==> config.mk <==
export PLATFORM = sky130hd
export DESIGN_NAME = tdm_demux4_flat
export DESIGN_NICKNAME = d
export VERILOG_FILES = /design/src/rtl/tdm_demux4_pkg.sv /design/src/rtl/tdm_demux4_if.sv /design/src/rtl/tdm_slot_counter.sv /design/src/rtl/tdm_demux4.sv /design/src/flat_wrapper.sv
export SDC_FILE = /design/constraint.sdc
export NUM_CORES = 1
export LEC_CHECK = 0
export ABC_CLOCK_PERIOD_IN_PS = 2020
export CAP_MARGIN = 20
export CORE_MARGIN = 8
export CORE_UTILIZATION = 49
export CTS_CLUSTER_DIAMETER = 60
export DETAILED_ROUTE_END_ITERATION = 7
export GPL_TIMING_DRIVEN = 0
export PLACE_DENSITY = 0.75
export SLEW_MARGIN = 40
export SYNTH_ARGS = -nofsm -noshare
export SYNTH_HDL_FRONTEND = slang
export SYNTH_SLANG_ARGS = --single-unit
==> constraint.sdc <==
create_clock -name clk -period 2.02 [get_ports clk]
set_input_delay 0.202 -clock clk [delete_from_list [all_inputs] [get_ports clk]]
set_output_delay 0.202 -clock clk [all_outputs]
set_load 0.05 [all_outputs]
==> src/rtl/tdm_demux4_pkg.sv <==
// tdm_demux4_pkg: definitions shared by the TDM receive path.
//   - slot count and slot-index width
//   - frame-alignment FSM state encoding
//   - helper that identifies the final slot of a frame
package tdm_demux4_pkg;

  localparam int TDM_SLOTS = 4;
  localparam int SLOT_W    = 2;

  typedef enum logic {
    TDM_HUNT   = 1'b0,
    TDM_LOCKED = 1'b1
  } tdm_state_e;

  // True when the slot index addresses the last slot of a frame.
  function automatic logic is_last_slot(input logic [SLOT_W-1:0] slot);
    return (slot == SLOT_W'(TDM_SLOTS - 1));
  endfunction

endpackage

==> src/rtl/tdm_demux4_if.sv <==
// tdm_demux4_if: sample-stream and frame-output bundle of the TDM demux.
//   din/din_valid/frame_sync : serialized sample stream into the demux
//   ch_a..ch_d               : the four channels of the last complete frame
//   frame_valid              : one-cycle strobe when ch_a..ch_d update
//   locked / sync_err        : alignment status
// The master modport belongs to the stream source; slave to the demux.
interface tdm_demux4_if #(
  parameter int W = 1
);

  logic [W-1:0] din;
  logic         din_valid;
  logic         frame_sync;
  logic [W-1:0] ch_a;
  logic [W-1:0] ch_b;
  logic [W-1:0] ch_c;
  logic [W-1:0] ch_d;
  logic         frame_valid;
  logic         locked;
  logic         sync_err;

  modport master (
    output din, din_valid, frame_sync,
    input  ch_a, ch_b, ch_c, ch_d, frame_valid, locked, sync_err
  );

  modport slave (
    input  din, din_valid, frame_sync,
    output ch_a, ch_b, ch_c, ch_d, frame_valid, locked, sync_err
  );

endinterface

==> src/rtl/tdm_slot_counter.sv <==
// tdm_slot_counter: 2-bit slot position within a TDM frame.
//   clk, rst  : clock, synchronous active-high reset
//   clear     : return to slot 0 (loss of lock)
//   load_one  : a slot-0 sample was taken, next expected slot is 1
//   inc       : a slot 1..3 sample was taken, advance (3 wraps to 0)
//   slot      : current slot index
//   last_slot : slot index is 3
module tdm_slot_counter
  import tdm_demux4_pkg::*;
(
  input  logic              clk,
  input  logic              rst,
  input  logic              clear,
  input  logic              load_one,
  input  logic              inc,
  output logic [SLOT_W-1:0] slot,
  output logic              last_slot
);

  logic [SLOT_W-1:0] slot_r;

  // Slot index register; clear outranks load, load outranks increment.
  always_ff @(posedge clk) begin
    if (rst || clear) begin
      slot_r <= 2'd0;
    end else if (load_one) begin
      slot_r <= 2'd1;
    end else if (inc) begin
      slot_r <= slot_r + 2'd1;
    end else begin
      slot_r <= slot_r;
    end
  end

  assign slot      = slot_r;
  assign last_slot = is_last_slot(slot_r);

endmodule

==> src/rtl/tdm_demux4.sv <==
// tdm_demux4: 4-slot TDM receive demultiplexer with frame alignment.
//   clk, rst : clock, synchronous active-high reset
//   bus      : slave side of tdm_demux4_if (sample stream in, channels out)
// Samples of slots 0..2 are staged; the slot-3 sample loads all four
// channel registers at once so the outputs never show a partial frame.
// HUNT waits for frame_sync; LOCKED flywheels over up to MISS_LIMIT-1
// frames whose slot-0 sample lacks frame_sync before falling back to HUNT.
module tdm_demux4
  import tdm_demux4_pkg::*;
#(
  parameter int W          = 1,
  parameter int MISS_LIMIT = 2
) (
  input  logic          clk,
  input  logic          rst,
  tdm_demux4_if.slave   bus
);

  localparam logic [3:0] MISS_LIM = 4'(MISS_LIMIT);

  tdm_state_e        state_r;
  tdm_state_e        state_nx_s;
  logic [3:0]        miss_cnt_r;
  logic [3:0]        miss_nx_s;
  logic [W-1:0]      staging_r [3];
  logic [2:0]        st_we_s;
  logic              cnt_load_s;
  logic              cnt_inc_s;
  logic              cnt_clear_s;
  logic              frame_done_s;
  logic              sync_err_nx_s;
  logic [SLOT_W-1:0] slot_s;
  logic              last_slot_s;
  logic [W-1:0]      ch_a_r;
  logic [W-1:0]      ch_b_r;
  logic [W-1:0]      ch_c_r;
  logic [W-1:0]      ch_d_r;
  logic              frame_valid_r;
  logic              sync_err_r;

  tdm_slot_counter u_slot (
    .clk       (clk),
    .rst       (rst),
    .clear     (cnt_clear_s),
    .load_one  (cnt_load_s),
    .inc       (cnt_inc_s),
    .slot      (slot_s),
    .last_slot (last_slot_s)
  );

  // FSM state and consecutive-missed-sync counter.
  always_ff @(posedge clk) begin
    if (rst) begin
      state_r    <= TDM_HUNT;
      miss_cnt_r <= 4'd0;
    end else begin
      state_r    <= state_nx_s;
      miss_cnt_r <= miss_nx_s;
    end
  end

  // Next-state, staging write enables, slot-counter controls and strobes.
  always_comb begin
    state_nx_s    = state_r;
    miss_nx_s     = miss_cnt_r;
    st_we_s       = 3'b000;
    cnt_load_s    = 1'b0;
    cnt_inc_s     = 1'b0;
    cnt_clear_s   = 1'b0;
    frame_done_s  = 1'b0;
    sync_err_nx_s = 1'b0;
    case (state_r)
      TDM_HUNT: begin
        if (bus.din_valid && bus.frame_sync) begin
          st_we_s    = 3'b001;
          cnt_load_s = 1'b1;
          miss_nx_s  = 4'd0;
          state_nx_s = TDM_LOCKED;
        end else begin
          state_nx_s = TDM_HUNT;
        end
      end
      TDM_LOCKED: begin
        if (!bus.din_valid) begin
          state_nx_s = TDM_LOCKED;
        end else if (slot_s == 2'd0) begin
          if (bus.frame_sync) begin
            st_we_s    = 3'b001;
            cnt_load_s = 1'b1;
            miss_nx_s  = 4'd0;
          end else if ((miss_cnt_r + 4'd1) < MISS_LIM) begin
            // Flywheel: keep the frame, remember the missing sync.
            st_we_s    = 3'b001;
            cnt_load_s = 1'b1;
            miss_nx_s  = miss_cnt_r + 4'd1;
          end else begin
            // Too many missed syncs: drop this sample and rehunt.
            cnt_clear_s = 1'b1;
            miss_nx_s   = 4'd0;
            state_nx_s  = TDM_HUNT;
          end
        end else if (bus.frame_sync) begin
          // Sync in mid-frame: abandon the partial frame, realign here.
          sync_err_nx_s = 1'b1;
          st_we_s       = 3'b001;
          cnt_load_s    = 1'b1;
          miss_nx_s     = 4'd0;
        end else begin
          cnt_inc_s = 1'b1;
          if (last_slot_s) begin
            frame_done_s = 1'b1;
          end else begin
            st_we_s = 3'b001 << slot_s;
          end
        end
      end
      default: begin
        state_nx_s  = TDM_HUNT;
        cnt_clear_s = 1'b1;
        miss_nx_s   = 4'd0;
      end
    endcase
  end

  // Staging registers for slots 0..2 of the frame in progress.
  always_ff @(posedge clk) begin
    if (rst) begin
      for (int i = 0; i < 3; i++) begin
        staging_r[i] <= '0;
      end
    end else begin
      for (int i = 0; i < 3; i++) begin
        if (st_we_s[i]) begin
          staging_r[i] <= bus.din;
        end else begin
          staging_r[i] <= staging_r[i];
        end
      end
    end
  end

  // Channel outputs load as a whole frame; strobes last one cycle.
  always_ff @(posedge clk) begin
    if (rst) begin
      ch_a_r        <= '0;
      ch_b_r        <= '0;
      ch_c_r        <= '0;
      ch_d_r        <= '0;
      frame_valid_r <= 1'b0;
      sync_err_r    <= 1'b0;
    end else begin
      frame_valid_r <= frame_done_s;
      sync_err_r    <= sync_err_nx_s;
      if (frame_done_s) begin
        ch_a_r <= staging_r[0];
        ch_b_r <= staging_r[1];
        ch_c_r <= staging_r[2];
        ch_d_r <= bus.din;
      end else begin
        ch_a_r <= ch_a_r;
        ch_b_r <= ch_b_r;
        ch_c_r <= ch_c_r;
        ch_d_r <= ch_d_r;
      end
    end
  end

  assign bus.ch_a        = ch_a_r;
  assign bus.ch_b        = ch_b_r;
  assign bus.ch_c        = ch_c_r;
  assign bus.ch_d        = ch_d_r;
  assign bus.frame_valid = frame_valid_r;
  assign bus.sync_err    = sync_err_r;
  assign bus.locked      = (state_r == TDM_LOCKED);

endmodule

==> src/flat_wrapper.sv <==
// flat-port wrapper written by rule: the top's interface ports become plain ports
module tdm_demux4_flat import tdm_demux4_pkg::*;
#(
  parameter int W          = 1,
  parameter int MISS_LIMIT = 2
)
  (clk, rst, bus_din, bus_din_valid, bus_frame_sync, bus_ch_a, bus_ch_b, bus_ch_c, bus_ch_d, bus_frame_valid, bus_locked, bus_sync_err);
  tdm_demux4_if #(.W(W)) bus_i ();
  input  logic clk;
  input  logic rst;
  input wire logic [$bits(bus_i.din)-1:0] bus_din;
  input wire logic [$bits(bus_i.din_valid)-1:0] bus_din_valid;
  input wire logic [$bits(bus_i.frame_sync)-1:0] bus_frame_sync;
  output wire logic [$bits(bus_i.ch_a)-1:0] bus_ch_a;
  output wire logic [$bits(bus_i.ch_b)-1:0] bus_ch_b;
  output wire logic [$bits(bus_i.ch_c)-1:0] bus_ch_c;
  output wire logic [$bits(bus_i.ch_d)-1:0] bus_ch_d;
  output wire logic [$bits(bus_i.frame_valid)-1:0] bus_frame_valid;
  output wire logic [$bits(bus_i.locked)-1:0] bus_locked;
  output wire logic [$bits(bus_i.sync_err)-1:0] bus_sync_err;
  assign bus_i.din = bus_din;
  assign bus_i.din_valid = bus_din_valid;
  assign bus_i.frame_sync = bus_frame_sync;
  assign bus_ch_a = bus_i.ch_a;
  assign bus_ch_b = bus_i.ch_b;
  assign bus_ch_c = bus_i.ch_c;
  assign bus_ch_d = bus_i.ch_d;
  assign bus_frame_valid = bus_i.frame_valid;
  assign bus_locked = bus_i.locked;
  assign bus_sync_err = bus_i.sync_err;
  tdm_demux4 #(.W(W), .MISS_LIMIT(MISS_LIMIT)) u_core (.clk(clk), .rst(rst), .bus(bus_i));
endmodule
==> results.py, run 1 <==
metrics = {
    "finish": {
        "synthToLayoutAreaGrowth_pct": 21.8,
        "utilization_pct": 65.0,
        "drive_gt1_share_pct": 9.09,
        "antenna_cells": 0,
        "instances_no_fill": 103,
        "nFillCells": 116,
        "multi_input_area_um2": 335,
        "final_cell_mix": "13 x dfxtp_1, 11 x clkdlybuf4s50_1, 10 x nand2_1",
        "nNetsFinal": 99,
        "layout_commonest_cell": "dfxtp_1",
        "regArea_um2": 350,
    },
    "synthesis": {
        "ys_seq_area_share_pct": 49.2,
        "ys_warn_count": 0,
        "syn_avg_cell_area_um2": 9.75,
        "syn_inst": 73,
        "synth.cell_area_um2": 712,
        "syn_nets": 83,
        "synth_cell_types": 26,
        "ys_ff_latch": 16,
    },
    "outcome": {
        "status": "finished clean",
    },
    "clocking": {
        "clock-sinks": 16,
        "clk_pin_slew_ns": 0.09,
        "clkLatencyLatePin_ns": 0.28,
        "clockBufferDepth": 2,
        "cts_setup_buffers": 0,
        "root_buffer": "clkbuf_4",
        "cts_tree": "built",
        "ctsResizeCount": 0,
        "cts_buffers": 3,
        "postCtsHoldBufs": 0,
        "h-tree-depth": 1,
    },
    "route": {
        "wl_um": 1240,
        "drt_iter0_markers": 10,
        "drc": 0,
        "avgRoutedWirePerCell_um": 12.0,
        "first_pass_iters": 4,
        "vias": 538,
        "viasPerCell": 5.22,
        "antenna_left": 0,
    },
    "setup_path": {
        "slowest_delay_ns": 0.83,
        "cp-start-kind": "flop",
        "worstReg2RegEnd": "u_core.staging_r[1]",
        "crit_family": "buffers and inverters",
        "reg2reg_depth": 5,
        "path_depth": 1,
        "slowest_stage": "clkdlybuf4s50_1",
        "path_max_fanout": 6,
        "criticalPathCategory": "flop to primary output",
        "worst_setup_path_end_kind": "primary output",
        "crit_buf_inv": 1,
        "reg2reg_from": "u_core.u_slot.slot[0]",
        "crit_chain": "clkdlybuf4s50_1",
        "reg2reg_slack_ns": 0.39,
        "required_ns": 1.82,
        "cp.arrival_ns": 1.52,
    },
    "timing": {
        "layout_min_cycle_time_ns": 1.72,
        "slew_headroom_pct": 66.8,
        "slew_viol_final": 0,
        "rsz0062_at_grt": "false",
        "worst_pin_slew_ns": 0.496,
        "fmax_mhz": 581,
        "finalSetupViolCount": 0,
        "hold_viol_final": 0,
        "fin_worst_skew_ns": 0.00347,
        "tns_ns": 0,
        "finalCritPeriodShare_pct": 85.2,
    },
    "global_route": {
        "grt_max_degree": 11,
        "overflow": 0,
        "grt_pass1_wl_um": 2120,
        "grt_pass1_vias": 515,
        "antenna_found_initial": 0,
        "grt_usage_pct": 9.79,
    },
    "power_and_ir_drop": {
        "seqPwrFrac_pct": 60.8,
        "intPower_mw": 0.432,
        "p_leak_nw": 0.330,
        "clkPwrFrac_pct": 30.2,
        "p_comb_share_pct": 9.0,
        "p_sw_mw": 0.126,
        "vdd_drop_max_mv": 0.302,
        "p_sw_share_pct": 22.6,
        "power.density_mw_per_mm2": 644,
    },
    "worst_hold_path": {
        "hold_path_end": "u_core.bus.ch_c",
        "min_path_cells": 2,
        "hold_start": "u_core.bus.ch_c",
        "hold_class": "flop to flop",
    },
    "placement": {
        "placedCellCount": 99,
        "io_buffers": 11,
        "gp_congestion": 0.772,
        "dpl.hpwl_um": 963,
    },
    "floorplanning": {
        "die_x_um": 54.1,
        "core-area_mm2": 0.00133,
        "fp-row-count": 13,
        "io_pins": 12,
        "fp.dieArea_mm2": 0.00293,
        "die_h_um": 54.1,
        "initial_core_util_pct": 53.4,
    },
    "flow_run": {
        "drv_cap": 0,
    },
}
## synthesized netlist by cell type
library cell / count / share of area (%)
a211o_1: 1 / 1.2
a21o_2: 2 / 2.5
a21oi_1: 7 / 4.9
a31oi_1: 2 / 1.8
and2_1: 4 / 3.5
and4bb_2: 1 / 1.8
buf_6: 1 / 1.6
clkbuf_1: 1 / 0.53
dfxtp_1: 13 / 37
edfxtp_1: 3 / 13
ha_1: 5 / 8.8
inv_1: 3 / 1.6
nand2_1: 10 / 5.3
nand2_4: 1 / 1.6
nand3_1: 5 / 3.5
nand3b_1: 1 / 1.1
nand4b_1: 1 / 1.2
nor2_1: 3 / 1.6
nor2b_1: 2 / 1.8
nor3_1: 1 / 0.70
nor3b_1: 1 / 1.1
nor4b_1: 1 / 1.2
o21a_1: 1 / 1.1
o21ai_0: 1 / 0.70
o21ai_1: 1 / 0.70
o41ai_1: 1 / 1.2
## through the flow
stage	instance area [µm²]	hold WS, ns	power [mW]	setup WS, ns
after floorplan	712	0.303	0.375	0.507
after global placement	841	0.443	0.396	0.390
after detailed placement	841	0.448	0.397	0.388
after CTS	867	0.461	0.568	0.276
after global routing	867	0.500	0.587	0.225
final	867	0.459	0.558	0.299
## layout make-up
| class | instances | area share, % |
|---|---|---|
| multi-input combinational | 52 | 38.7 |
| timing repair buffer | 11 | 12.7 |
| buffer | 2 | 1.73 |
| inverter | 3 | 1.30 |
| clock buffer | 4 | 3.03 |
| tap | 15 | 2.16 |
| sequential | 16 | 40.4 |
## power by group through the flow
stage | Sequential [mW] | Clock [mW] | Combinational, mW
floorplan | 0.351 | 0 | 0.0249
global placement | 0.347 | 0 | 0.0495
detailed placement | 0.347 | 0 | 0.0498
CTS | 0.340 | 0.178 | 0.0500
global route | 0.341 | 0.190 | 0.0557
finish | 0.340 | 0.169 | 0.0502
## worst max-delay path by stage
stage                           start                   to
finish              u_core.bus.locked           bus_locked
global route        u_core.bus.locked           bus_locked
CTS                 u_core.bus.locked           bus_locked
detailed placement     bus_frame_sync  u_core.staging_r[2]
global placement       bus_frame_sync  u_core.staging_r[1]
floorplan           u_core.bus.locked  u_core.staging_r[1]
## routing by layer
metal / vias to the layer above / part of all wire [%] / GRT usage [%]
li1: 284 / - / -
met1: 241 / 43 / 10.2
met2: 11 / 48 / 17.4
met3: 2 / 7.9 / 3.03
met4: 0 / 0.97 / 4.92
met5: - / 0 / 0
## flip-flops by register name (all words and copies together) (netlist names)
name / cells
u_core.bus.sync_err: 1
u_core.miss_cnt_r: 4
u_core.u_slot.slot: 2
u_core.staging_r: 3
u_core.bus.ch_c: 1
u_core.bus.ch_b: 1
u_core.bus.frame_valid: 1
u_core.bus.ch_a: 1
u_core.bus.locked: 1
u_core.bus.ch_d: 1
## logic make-up (layout without fill, tap and decap cells)
family	count (synthesis)	in the layout	share of synthesized area, %
DFF	16	16	49.2
AOI/OAI and AO/OA	16	16	14.1
buffers and inverters	5	20	3.69
adders and majority gates	5	5	8.79
and+or+nand+nor	31	31	24.3
No activity file was read; power rests on OpenSTA's default activity.
==> run 2, diff against run 1 <==
--- a/config.mk
+++ b/config.mk
@@ -5,10 +5,11 @@
 export SDC_FILE = /design/constraint.sdc
 export NUM_CORES = 1
 export LEC_CHECK = 0
+export ABC_AREA = 1
 export ABC_CLOCK_PERIOD_IN_PS = 2020
 export CAP_MARGIN = 20
 export CORE_MARGIN = 8
-export CORE_UTILIZATION = 49
+export CORE_UTILIZATION = 50
 export CTS_CLUSTER_DIAMETER = 60
 export DETAILED_ROUTE_END_ITERATION = 7
 export GPL_TIMING_DRIVEN = 0
==> results.py, run 2 <==
metrics = {
    "setup_path": {
        "criticalPathCategory": "flop to primary output",
        "worst_setup_path_end_kind": "primary output",
        "required_ns": 1.82,
        "cp-start-kind": "flop",
        "slowest_delay_ns": 0.82,
        "crit_chain": "clkdlybuf4s50_1",
        "cp.arrival_ns": 1.46,
        "startpoint": "u_core.bus.locked",
        "reg2reg_from": "u_core.u_slot.slot[0]",
        "crit_buf_inv": 1,
        "crit_family": "buffers and inverters",
        "slowest_stage": "clkdlybuf4s50_1",
        "path_max_fanout": 3,
    },
    "clocking": {
        "clkLatencyLatePin_ns": 0.28,
        "cts_tree": "built",
        "root_buffer": "clkbuf_4",
        "cts_setup_buffers": 0,
        "cts_buffers": 3,
        "postCtsHoldBufs": 0,
        "clockBufferDepth": 2,
        "h-tree-depth": 1,
        "clock-sinks": 16,
        "clk_pin_slew_ns": 0.09,
        "ctsResizeCount": 0,
    },
    "route": {
        "wl_um": 1350,
        "wl_met1_um": 625,
        "wl_met3_um": 104,
        "antenna_left": 0,
        "drc": 0,
        "avgRoutedWirePerCell_um": 11.0,
        "route.met2.wl_um": 622,
        "viasPerCell": 5.06,
        "drt_iter0_markers": 18,
        "top_layer": "met3",
        "first_pass_iters": 4,
        "vias": 622,
    },
    "synthesis": {
        "ys_warn_count": 0,
        "synth-async-reset-ratio_pct": 0,
        "synth-edff-count": 3,
        "synth_flop_cell": "dfxtp_1",
        "synth.cell_area_um2": 749,
        "ys_ff_latch": 16,
        "ys_top_cells_by_count": "21 x nand2_1, 13 x dfxtp_1, 11 x inv_1",
        "syn_inst": 92,
        "yosysTopAreaCell": "dfxtp_1",
        "synth_area_leaders": "dfxtp_1 35%, edfxtp_1 12%, nand2_1 11%",
        "synth_cell_types": 20,
        "syn_nets": 102,
        "synth_top_area_share_pct": 34.7,
        "synth_most_common_cell": "nand2_1",
        "syn_avg_cell_area_um2": 8.15,
        "ys_seq_area_share_pct": 46.7,
    },
    "power_and_ir_drop": {
        "power.density_mw_per_mm2": 658,
        "p_leak_nw": 0.389,
        "vdd_drop_max_mv": 0.401,
        "total_power_mw": 0.602,
    },
    "flow_run": {
        "drv_cap": 0,
    },
    "floorplanning": {
        "initial_core_util_pct": 51.5,
        "io_pins": 12,
        "die_h_um": 54.7,
        "fp.dieArea_mm2": 0.00299,
        "fp-row-count": 14,
        "core-area_mm2": 0.00145,
        "die_x_um": 54.7,
    },
    "finish": {
        "drive_gt1_share_pct": 11.2,
        "final_cell_mix": "21 x nand2_1, 13 x dfxtp_1, 11 x inv_1, 11 x clkdlybuf4s50_1",
        "nNetsFinal": 118,
        "design_area_um2": 916,
        "nFillCells": 134,
        "layout_commonest_cell": "nand2_1",
        "multi_input_area_um2": 344,
        "synthToLayoutAreaGrowth_pct": 22.2,
        "largest_reg_flops": 4,
        "regArea_um2": 350,
        "antenna_cells": 0,
        "instances_no_fill": 123,
        "regMostFlops": "u_core.miss_cnt_r",
    },
    "timing": {
        "tns_ns": 0,
        "slew_viol_final": 0,
        "fin_worst_skew_ns": 0.000793,
        "finalCritPeriodShare_pct": 82.4,
        "hold_viol_final": 0,
        "worst_pin_slew_ns": 0.499,
        "slew_headroom_pct": 66.6,
        "fmax_mhz": 601,
        "finalSetupViolCount": 0,
        "layout_min_cycle_time_ns": 1.66,
        "rsz0062_at_grt": "false",
    },
    "global_route": {
        "grt_usage_pct": 9.74,
        "antenna_found_initial": 0,
        "grt_pass1_wl_um": 2150,
        "grt_max_degree": 11,
        "overflow": 0,
        "grt_pass1_vias": 554,
    },
    "placement": {
        "placedCellCount": 119,
        "gp_congestion": 0.729,
        "place_area_um2": 880,
        "io_buffers": 11,
        "dpl.hpwl_um": 1050,
    },
    "worst_hold_path": {
        "hold_class": "flop to flop",
        "hold_start": "u_core.bus.ch_c",
    },
    "outcome": {
        "status": "finished clean",
    },
}
[run 2: final cells by class]
cell class | instances | area share, %
Tap cell | 16 | 2.19
Inverter | 13 | 5.60
Multi-Input combinational cell | 62 | 37.6
Timing Repair Buffer | 11 | 12.0
Clock buffer | 4 | 3.96
Sequential cell | 16 | 38.3
Buffer | 1 | 0.410
[run 2: path summary, 6_finish.rpt]
path	endpoint	slack, ns	depth (start not counted)
worst max-delay path	bus_locked	0.36	1
worst min-delay path	u_core.bus.ch_c	0.47	2
worst max register to register	u_core.staging_r[2]	0.60	7
worst min register to register	u_core.bus.ch_c	0.47	2
[run 2: report_power, final]
| part | internal (mW) | leakage [nW] | switching (mW) |
|---|---|---|---|
| sequential | 0.333 | 0.136 | 0.00471 |
| clock | 0.110 | 0.0210 | 0.0978 |
| combinational | 0.0226 | 0.231 | 0.0344 |
[run 2: kinds of logic after synthesis]
logic type / synth area share, %
buf+inv: 7.35
compound gates: 7.01
fa+ha+maj: 8.35
flops: 46.7
simple gates: 30.6
[run 2: layer usage]
layer | global-route usage, % | vias up
li1 | - | 328
met4 | 4.10 | 0
met2 | 16.4 | 20
met3 | 3.53 | 0
met1 | 10.8 | 274
met5 | 0 | -
[run 2: metrics by stage]
stage          util, %  setup WS, ns  hold slack (ns)
2_1_floorplan        -         0.619            0.280
3_3_place_gp      60.5         0.485            0.452
3_5_place_dp      60.5         0.443            0.456
4_1_cts           63.0         0.343            0.471
5_1_grt           63.0         0.283            0.485
6_report          63.0         0.355            0.466
==> run 3, diff against run 2 <==
--- a/config.mk
+++ b/config.mk
@@ -6,14 +6,14 @@
 export NUM_CORES = 1
 export LEC_CHECK = 0
 export ABC_AREA = 1
-export ABC_CLOCK_PERIOD_IN_PS = 2020
+export ABC_CLOCK_PERIOD_IN_PS = 1400
 export CAP_MARGIN = 20
 export CORE_MARGIN = 8
-export CORE_UTILIZATION = 50
+export CORE_UTILIZATION = 45
 export CTS_CLUSTER_DIAMETER = 60
 export DETAILED_ROUTE_END_ITERATION = 7
 export GPL_TIMING_DRIVEN = 0
-export PLACE_DENSITY = 0.75
+export PLACE_DENSITY = 0.72
 export SLEW_MARGIN = 40
 export SYNTH_ARGS = -nofsm -noshare
 export SYNTH_HDL_FRONTEND = slang
==> constraint.sdc (replaced) <==
create_clock -name clk -period 1.4 [get_ports clk]
set_input_delay 0.14 -clock clk [delete_from_list [all_inputs] [get_ports clk]]
set_output_delay 0.14 -clock clk [all_outputs]
set_load 0.05 [all_outputs]
==> results.py, run 3 (synthesis gave the netlist of run 2 again) <==
metrics = {
    "outcome": {
        "status": "finished clean",
    },
    "timing": {
        "slew_headroom_pct": 67.4,
        "tns_ns": 0,
        "hold_viol_final": 0,
        "worst_pin_slew_ns": 0.491,
        "fmax_mhz": 746,
        "worst_slack_ns": 0.0591,
        "finalCritPeriodShare_pct": 95.8,
        "slew_viol_final": 0,
        "layout_min_cycle_time_ns": 1.34,
        "whs_ns": 0.461,
        "finalSetupViolCount": 0,
        "fin_worst_skew_ns": 0.00629,
    },
    "power_and_ir_drop": {
        "power.density_mw_per_mm2": 913,
        "p_leak_nw": 0.442,
        "vdd_drop_max_mv": 0.620,
    },
    "route": {
        "wl_um": 1470,
        "viasPerCell": 4.99,
        "vias": 634,
        "drt_iter0_markers": 14,
        "first_pass_iters": 4,
        "drc": 0,
        "avgRoutedWirePerCell_um": 11.5,
        "antenna_left": 0,
    },
    "global_route": {
        "grt_usage_pct": 9.17,
        "grt_max_degree": 11,
        "antenna_found_initial": 0,
        "overflow": 0,
        "grt_pass1_wl_um": 2500,
        "grt_pass1_vias": 621,
    },
    "floorplanning": {
        "die_h_um": 56.8,
        "io_pins": 12,
        "fp.dieArea_mm2": 0.00323,
        "initial_core_util_pct": 48.6,
        "core-area_mm2": 0.00154,
        "fp-row-count": 14,
        "die_x_um": 56.8,
    },
    "worst_hold_path": {
        "hold_path_end": "u_core.bus.ch_b",
        "min_path_cells": 2,
        "hold_class": "flop to flop",
        "hold_start": "u_core.bus.ch_b",
    },
    "clocking": {
        "clockBufferDepth": 2,
        "clock-sinks": 16,
        "h-tree-depth": 1,
        "root_buffer": "clkbuf_4",
        "clkLatencyLatePin_ns": 0.29,
        "clk_pin_slew_ns": 0.10,
        "postCtsHoldBufs": 0,
        "cts_buffers": 3,
        "cts_tree": "built",
    },
    "finish": {
        "utilization_pct": 63.1,
        "multi_input_area_um2": 372,
        "antenna_cells": 0,
        "instances_no_fill": 127,
        "nFillCells": 134,
        "synthToLayoutAreaGrowth_pct": 29.9,
        "drive_gt1_share_pct": 23.4,
        "largest_reg_flops": 4,
        "regMostFlops": "u_core.miss_cnt_r",
        "regArea_um2": 357,
        "nNetsFinal": 122,
        "layout_commonest_cell": "nand2_1",
        "final_cell_mix": "19 x nand2_1, 11 x inv_1, 8 x dfxtp_1",
    },
    "placement": {
        "io_buffers": 11,
        "placedCellCount": 119,
        "dpl.hpwl_um": 1010,
        "post-place-ws_ns": -0.0609,
        "gp_congestion": 0.798,
    },
    "flow_run": {
        "drv_cap": 0,
    },
    "setup_path": {
        "crit_chain": "ha_2 > nand3b_4 > nor2_4 > nand2_1 > nand3_1",
        "crit_buf_inv": 0,
        "criticalPathCategory": "flop to flop",
        "worst_setup_path_end_kind": "flop",
        "crit_family": "simple AND/OR/NAND/NOR gates",
        "cp.arrival_ns": 1.34,
        "reg2reg_depth": 5,
        "worstReg2RegEnd": "u_core.staging_r[0]",
        "slowest_delay_ns": 0.35,
        "reg2reg_slack_ns": 0.06,
        "reg2reg_from": "u_core.miss_cnt_r[1]",
        "required_ns": 1.40,
        "cp-start-kind": "flop",
        "slowest_stage": "dfxtp_2",
        "path_max_fanout": 3,
        "startpoint": "u_core.miss_cnt_r[1]",
    },
}
-- run 3: cell types whose count changed in the layout (fill, tap and decap cells not counted) --
cell             delta
dfxtp_2             +5
dlygate4sd2_1       +7
ha_4                +1
ha_1                -2
nor2_1              -1
clkinv_4            +1
clkdlybuf4s50_1     -7
inv_4               -1
nand2_1             -2
nor2_4              +1
nand2_2             +2
ha_2                +1
dfxtp_1             -5
buf_4               +4
-- run 3: timing repair --
action,CTS,global route
setup endpoints to repair,15,11
gates resized for setup,10,9
setup buffers,1,3
pin swaps,0,2
-- run 3: worst max path at each step --
stage / slack [ns] / endpoint / cells after the start
floorplan: 0.08 / u_core.staging_r[0] / 5
global placement: -0.07 / u_core.staging_r[2] / 3
detailed placement: -0.06 / u_core.staging_r[1] / 3
CTS: 0.004 / u_core.staging_r[2] / 7
global route: -0.02 / u_core.u_slot.slot[0] / 11
finish: 0.06 / u_core.staging_r[0] / 5
-- run 3: through the flow --
stage	total power [mW]	cell area, µm²
2_1_floorplan	0.551	751
4_1_cts	0.883	920
5_1_grt	0.933	973
3_3_place_gp	0.579	881
3_5_place_dp	0.581	881
6_report	0.889	973
-- run 3: cell type report --
type                            instances  share of cell area (%)
Inverter                               13                    5.53
Clock buffer                            4                    3.73
Tap cell                               16                    2.06
Buffer                                  1                   0.386
Multi-Input combinational cell         62                    38.2
Timing Repair Buffer                   15                    13.5
Sequential cell                        16                    36.6
-- run 3: power breakdown --
part	internal [mW]	switching (mW)	total (mW)
Clock	0.158	0.146	0.304
Sequential	0.482	0.00578	0.488
Combinational	0.0398	0.0571	0.0969
-- run 3: worst min-delay path: stages (launching register included) --
cell and delay [ns]:
dfxtp_1 0.32, nand2_1 0.06, a21oi_1 0.05
-- run 3: layer usage --
metal	vias to the layer above	wire length (µm)	track usage, %
met5	-	0	0
met4	0	0	1.01
met3	0	124	5.17
met2	23	679	15.2
met1	278	662	10.3
li1	333	-	-
